**config.mk**
```make
export PLATFORM = sky130hd
export DESIGN_NAME = bram_op_scheduler
export DESIGN_NICKNAME = d
export VERILOG_FILES = /design/src/rtl/bram_op_scheduler.sv
export SDC_FILE = /design/constraint.sdc
export NUM_CORES = 1
export LEC_CHECK = 0
export ABC_CLOCK_PERIOD_IN_PS = 1300
export CORE_AREA = 3 3 40 42
export CTS_CLUSTER_SIZE = 24
export DETAILED_ROUTE_END_ITERATION = 8
export DIE_AREA = 0 0 43 45
export GPL_ROUTABILITY_DRIVEN = 0
export PLACE_DENSITY = 0.66
export SLEW_MARGIN = 20
export SYNTH_ARGS = -nofsm -noshare
export SYNTH_HDL_FRONTEND = slang
export SYNTH_SLANG_ARGS = --single-unit
```
**constraint.sdc**
```tcl
create_clock -name clk -period 1.3 [get_ports clk]
set_input_delay 0.325 -clock clk [delete_from_list [all_inputs] [get_ports clk]]
set_output_delay 0.325 -clock clk [all_outputs]
set_load 0.02 [all_outputs]
```
**src/rtl/bram_op_scheduler.sv**
```systemverilog
// Read/write op scheduler in front of a BRAM FIFO controller: one op in flight, round-robin
// when both clients are eligible. Optional WAIT watchdog compiled in with BRAM_SCHED_WATCHDOG_EN.
module bram_op_scheduler #(
  parameter int TIMEOUT_CYCLES = 1024,
  parameter int TO_BITS        = $clog2(TIMEOUT_CYCLES + 1)
) (
  input  logic clk,
  input  logic reset,
  input  logic clk_en,
  input  logic rd_req,
  input  logic wr_req,
  input  logic is_empty,
  input  logic is_full,
  input  logic rd_done,
  input  logic rd_rdy,
  input  logic wr_done,
  input  logic wr_rdy,
  output logic rd_trigger,
  output logic wr_trigger,
  output logic rd_ack,
  output logic wr_ack,
  output logic rd_client_rdy,
  output logic wr_client_rdy,
  output logic busy,
  output logic timeout_err
);

  typedef enum logic [2:0] {
    IDLE     = 3'd0,
    RD_ISSUE = 3'd1,
    RD_WAIT  = 3'd2,
    WR_ISSUE = 3'd3,
    WR_WAIT  = 3'd4
  } state_t;

  state_t state_reg;
  logic   rd_pend_reg;
  logic   wr_pend_reg;
  logic   last_wr_reg;   // 1: the last completed grant was the write client
  logic   rd_ack_reg;
  logic   wr_ack_reg;
  logic   rd_elig;
  logic   wr_elig;

  assign rd_elig = rd_pend_reg & ~is_empty & rd_rdy;
  assign wr_elig = wr_pend_reg & ~is_full & wr_rdy;

`ifdef BRAM_SCHED_WATCHDOG_EN
  localparam logic [TO_BITS-1:0] WD_LAST = TO_BITS'(TIMEOUT_CYCLES - 1);
  logic [TO_BITS-1:0] wd_cnt_reg;
  logic               timeout_reg;
  logic               wd_expired;

  // Counter holds the number of WAIT cycles already spent without done.
  assign wd_expired  = (wd_cnt_reg == WD_LAST);
  assign timeout_err = timeout_reg;
`else
  localparam int unused_cfg = TIMEOUT_CYCLES + TO_BITS;
  assign timeout_err = 1'b0;
`endif

  always_ff @(posedge clk or negedge reset) begin
    if (!reset) begin
      state_reg   <= IDLE;
      rd_pend_reg <= 1'b0;
      wr_pend_reg <= 1'b0;
      last_wr_reg <= 1'b0;
      rd_ack_reg  <= 1'b0;
      wr_ack_reg  <= 1'b0;
`ifdef BRAM_SCHED_WATCHDOG_EN
      wd_cnt_reg  <= '0;
      timeout_reg <= 1'b0;
`endif
    end else if (clk_en) begin
      rd_ack_reg <= 1'b0;
      wr_ack_reg <= 1'b0;
      // Completion clears below take priority over a request seen while still pending.
      if (rd_req) rd_pend_reg <= 1'b1;
      if (wr_req) wr_pend_reg <= 1'b1;

      case (state_reg)
        IDLE: begin
          if (rd_elig && wr_elig) state_reg <= last_wr_reg ? RD_ISSUE : WR_ISSUE;
          else if (rd_elig)       state_reg <= RD_ISSUE;
          else if (wr_elig)       state_reg <= WR_ISSUE;
        end
        RD_ISSUE: begin
          state_reg <= RD_WAIT;
`ifdef BRAM_SCHED_WATCHDOG_EN
          wd_cnt_reg <= '0;
`endif
        end
        RD_WAIT: begin
          if (rd_done) begin
            rd_ack_reg  <= 1'b1;
            rd_pend_reg <= 1'b0;
            last_wr_reg <= 1'b0;
            state_reg   <= IDLE;
          end
`ifdef BRAM_SCHED_WATCHDOG_EN
          else if (wd_expired) begin
            timeout_reg <= 1'b1;
            rd_pend_reg <= 1'b0;
            last_wr_reg <= 1'b0;
            state_reg   <= IDLE;
          end else begin
            wd_cnt_reg <= wd_cnt_reg + 1'b1;
          end
`endif
        end
        WR_ISSUE: begin
          state_reg <= WR_WAIT;
`ifdef BRAM_SCHED_WATCHDOG_EN
          wd_cnt_reg <= '0;
`endif
        end
        WR_WAIT: begin
          if (wr_done) begin
            wr_ack_reg  <= 1'b1;
            wr_pend_reg <= 1'b0;
            last_wr_reg <= 1'b1;
            state_reg   <= IDLE;
          end
`ifdef BRAM_SCHED_WATCHDOG_EN
          else if (wd_expired) begin
            timeout_reg <= 1'b1;
            wr_pend_reg <= 1'b0;
            last_wr_reg <= 1'b1;
            state_reg   <= IDLE;
          end else begin
            wd_cnt_reg <= wd_cnt_reg + 1'b1;
          end
`endif
        end
        default: state_reg <= IDLE;
      endcase
    end
  end

  // Pulses are gated so a stalled clock enable never presents a trigger or ack.
  assign rd_trigger    = clk_en & (state_reg == RD_ISSUE);
  assign wr_trigger    = clk_en & (state_reg == WR_ISSUE);
  assign rd_ack        = clk_en & rd_ack_reg;
  assign wr_ack        = clk_en & wr_ack_reg;
  assign rd_client_rdy = ~rd_pend_reg;
  assign wr_client_rdy = ~wr_pend_reg;
  assign busy          = (state_reg != IDLE);

endmodule
```
# Yosys cells after proc, flatten, opt, wreduce, memory -nomap -nowiden
# Index checks and enable logic that the tools add are counted.
# op_classes
add_sub_neg	0
multipliers	0
div	0
order_cmp	0
eq_ne	7
n_shift	0
muxes	20
bitwise	12
n_reduce_logical	6
# op_table
cell	n
3-bit two-way mux	5
3-bit case mux with 5 select lines	1
1-bit two-way mux	12
1-bit AND	8
4-bit AND reduction	2
3-bit by 2-bit == test with 1-bit output, second input constant	2
2-bit != test, second input constant	2
4-bit != test, second input constant	1
1-bit inverter	4
3-bit by 1-bit == test with 1-bit output, second input constant	1
3-bit == test, second input constant	1
3-bit logical NOT	1
3-bit nonzero test	1
2-bit two-way mux	1
1-bit case mux with 2 select lines	1
2-bit nonzero test	1
1-bit logical AND	1
# totals
register_bits	8
latchBits	0
ram_bits	0
mem_bits_ro	0
inputBits	11
word_cells	51
memories	0

# Logic depth before layout (Yosys ltp)
# Gate-level depths: netlist of run 1.
# logic_depth
ltp_word	7
mapped_depth	4
ltp_nobuf	3

# Worst setup path before layout of run 1
# OpenSTA, ideal clock, no wires.
# synth_timing
path_type	reg-to-output
from	register state_reg[2]
to	output rd_trigger
arrival_ns	0.866
required_time_ns	0.975
slack_ns	0.109
stages_incl_launch_ff	3
path_buffers	0
cell_sequence	dfrtp_1 nor3_1 and2_2
# synth_via
elab_chain_len	2
# synth_rtl
item	line_no	text
start, declared	36	state_t state_reg;
start signal, assigned	83	if (rd_elig && wr_elig) state_reg <= last_wr_reg ? RD_ISSUE : WR_ISSUE;
3-bit by 1-bit == test with 1-bit output	141	assign rd_trigger = clk_en & (state_reg == RD_ISSUE);
1-bit AND	141	
end, declared	18	output logic rd_trigger,
# No other way between the ends.

# Final worst setup path of run 1
# Same ends and word-level chain as after synthesis.

==> results of run 1 <==
==> stage by stage <==
stage               util (%)  instance area (um^2)
floorplan                  -                   453
global placement        54.6                   702
detailed placement      54.6                   702
CTS                     61.6                   792
global route            61.3                   788
finish                  61.3                   788
==> worst reg2reg max path, cell delays in order (launching register included) <==
cell	delay [ns]
dfrtp_1	0.39
buf_6	0.14
nor3_4	0.19
buf_4	0.14
buf_6	0.07
o211ai_1	0.07
a32o_1	0.23
==> routing by layer <==
layer	up-vias	share of wire, %
met1	218	41
li1	224	-
met4	0	3.7
met2	17	49
met5	-	0
met3	5	6.3
==> cell usage in the layout (no fill, tap or decap) <==
| master | count |
|---|---|
| a32o_1 | 2 |
| a21o_1 | 2 |
| and2_1 | 1 |
| o211ai_1 | 1 |
| nor3_4 | 2 |
| nor2_1 | 2 |
| nor2_4 | 1 |
| o21ai_1 | 2 |
| nand3b_1 | 1 |
| clkdlybuf4s50_1 | 9 |
| dfrtp_1 | 7 |
| buf_2 | 3 |
| a21oi_1 | 1 |
| o21ai_0 | 2 |
| dfrtp_2 | 1 |
| buf_6 | 9 |
| nand4_1 | 1 |
| and4b_2 | 1 |
| o31ai_1 | 2 |
| nand2_1 | 2 |
| conb_1 | 1 |
| and4bb_1 | 1 |
| and3_2 | 1 |
| and2_4 | 1 |
| nor2b_4 | 1 |
| a21boi_0 | 1 |
| inv_2 | 2 |
| inv_1 | 4 |
| clkbuf_4 | 3 |
| buf_4 | 12 |
==> worst paths after layout <==
kind | to | slack [ns] | from | cells past startpoint
setup / recovery | rd_trigger | -0.19 | state_reg[2] | 3
setup reg to reg | state_reg[1] | -0.04 | state_reg[1] | 6
max in group asynchronous | state_reg[2] | 0.67 | reset | 1
hold reg to reg | rd_ack_reg | 0.48 | rd_ack_reg | 1
min in group clk | rd_ack_reg | 0.48 | rd_ack_reg | 1
hold / removal | state_reg[0] | 0.34 | reset | 1
==> timing repair <==
action	in CTS	in global routing
resized for setup	47	8
endpoints found under the setup margin	7	9
pin swaps	2	1
buffers inserted	4	0
==> Yosys cell counts (all sizes together) (2+ instances only) <==
master  n
dfrtp   8
a32o    2
a21o    2
buf     3
nor3    2
o21ai   4
and2    2
o31ai   2
nor2    3
inv     6
nand2   2
==> logic make-up after synthesis <==
| kind of cell | after synthesis |
|---|---|
| AND/OR/NAND/NOR | 15 |
| AO/OA/AOI/OAI | 13 |
| other | 1 |
| buffers and inverters | 9 |
| flip-flops | 8 |
==> power breakdown <==
part,internal [mW],switching [mW]
clock,0.106,0.0865
combinational,0.464,0.328
sequential,0.328,0.0728
total,0.897,0.487
==> cell type report <==
cell class / count / area, um^2
inverter: 6 / 22.5
multi-input combinational: 29 / 226
fill: 117 / 497
timing repair buffer: 33 / 297
tap: 15 / 18.8
clock buffer: 3 / 22.5
sequential: 8 / 201
==> results_dict.tcl, run 1 <==
set metrics [dict create \
    status "finished with violations" \
    violations "negative setup slack" \
    clk_pin_slew_ns 0.05 \
    p_leak_nw 0.400 \
    rsz0062_at_grt "yes" \
    grt-ovfl-total 0 \
    largest_reg_flops 3 \
    port_buffers 17 \
    firstDrtPassIters 4 \
    synthAdderAreaFrac_pct 0 \
    clock_latency_ns 0.26 \
    crit_slowest_cell "dfrtp_2" \
    dp.cells 87 \
    finalCriticalPeriod_ns 1.49 \
    postSynthCellCount 46 \
    cp-start-kind "flip-flop" \
    finalHoldViolCount 0 \
    grt_pass1_vias 448 \
    synth-async-reset-ratio_pct 100 \
    synth_edf_count 0 \
    grt_use_total_pct 15.2 \
    yosys.area_share.simple_pct 23.5 \
    yosys.area_share.xor_xnor_pct 0 \
    synth_compound_area_share_pct 19.9 \
    required_ns 0.98 \
    ctsHoldBuffers 0 \
    num_io_pins 19 \
    netlist_area_um2 453 \
    powerDensity_nw_per_um2 1760 \
    fmax_mhz 669 \
    via_per_inst 4.94 \
    antenna_cells 0 \
    num_vias 464 \
    hold_slack_ns 0.343 \
    cts_tree "built" \
    met2_usage_pct 21.0 \
    preCtsSetupSlack_ns -0.867 \
    yosysTopAreaCell "dfrtp_1" \
    drt_iter0_markers 2 \
    stdcell_count 94 \
    fp-row-count 13 \
    end_kind "output port" \
    cts_made_buffers 3 \
    drc 0 \
    dp_hpwl_um 875 \
    maxCapViolations 0 \
    yosysSeqAreaShare_pct 44.2 \
    fp.dieW_um 43 \
    synth_top_family_by_area "simple AND/OR/NAND/NOR gates" \
    core_area_um2 1280 \
    antenna_found_initial 0 \
    syn2layout_area_growth_pct 74.0 \
    ys_types 25 \
    grt_pass1_wl_mm 2.06 \
    critical_path.top_delay_family "flip-flops" \
    syn_area_per_cell_um2 9.85 \
    ir_drop_uv 802 \
    initial_core_util_pct 35.2 \
    top_usage_layer "met2" \
    path_buf_inv 1 \
    synth_top_cell_area_share_pct 44.2 \
    cts_sinks 8 \
    cts_root_buffer "clkbuf_4" \
    die-area_um2 1940 \
    ys_warn_count 0 \
    cp_max_fo 4 \
    finalMaxSlewViolations 0 \
    setup_slack_ns -0.195 \
    syn_nets 57 \
    synth.area.top_cells "dfrtp_1, buf_6, inv_1, a32o_1, a21o_1" \
    totalWireLength_mm 1.17 \
    grt_max_degree 9 \
    max_stage_delay_ns 0.45 \
    use_met3_pct 3.98 \
    muxShareOfSynthArea_pct 0 \
    finClkSkew_ns 0.00486 \
    path_class "flip-flop to output port" \
    fp.dieH_um 45 \
    grtUsageMet1_pct 19.1 \
    cts.htree.levels 1 \
    crit_path_cell_trace "nor3_4 -> and2_4 -> buf_6" \
    nets 92 \
    setup_viol 4 \
    wl_per_cell_um 12.5 \
    clock_path_buffers 2 \
    drive_above_1_share_pct 46.8 \
    ant_nets 0 \
    finalCritPeriodShare_pct 115 \
    synthFlopType "dfrtp_1" \
    holdCritPathClass "input port to asynchronous set/reset pin" \
    power_mw 1.38 \
    finalSetupTns_ns -0.594 \
    crit_arrival_ns 1.17 \
    yosys_register_bits 8 \
]
(Power assumes the default switching activity.)
==> run 2: changes to the inputs <==
SLEW_MARGIN = 25   (was 20)
==> results of run 2 <==
The final DEF is identical to that of run 1; final timing and power are the same.
==> run 3: changes to the inputs <==
CTS_CLUSTER_SIZE = default   (was 24)
==> results of run 3 <==
The final DEF is identical to that of run 1; final timing and power are the same.
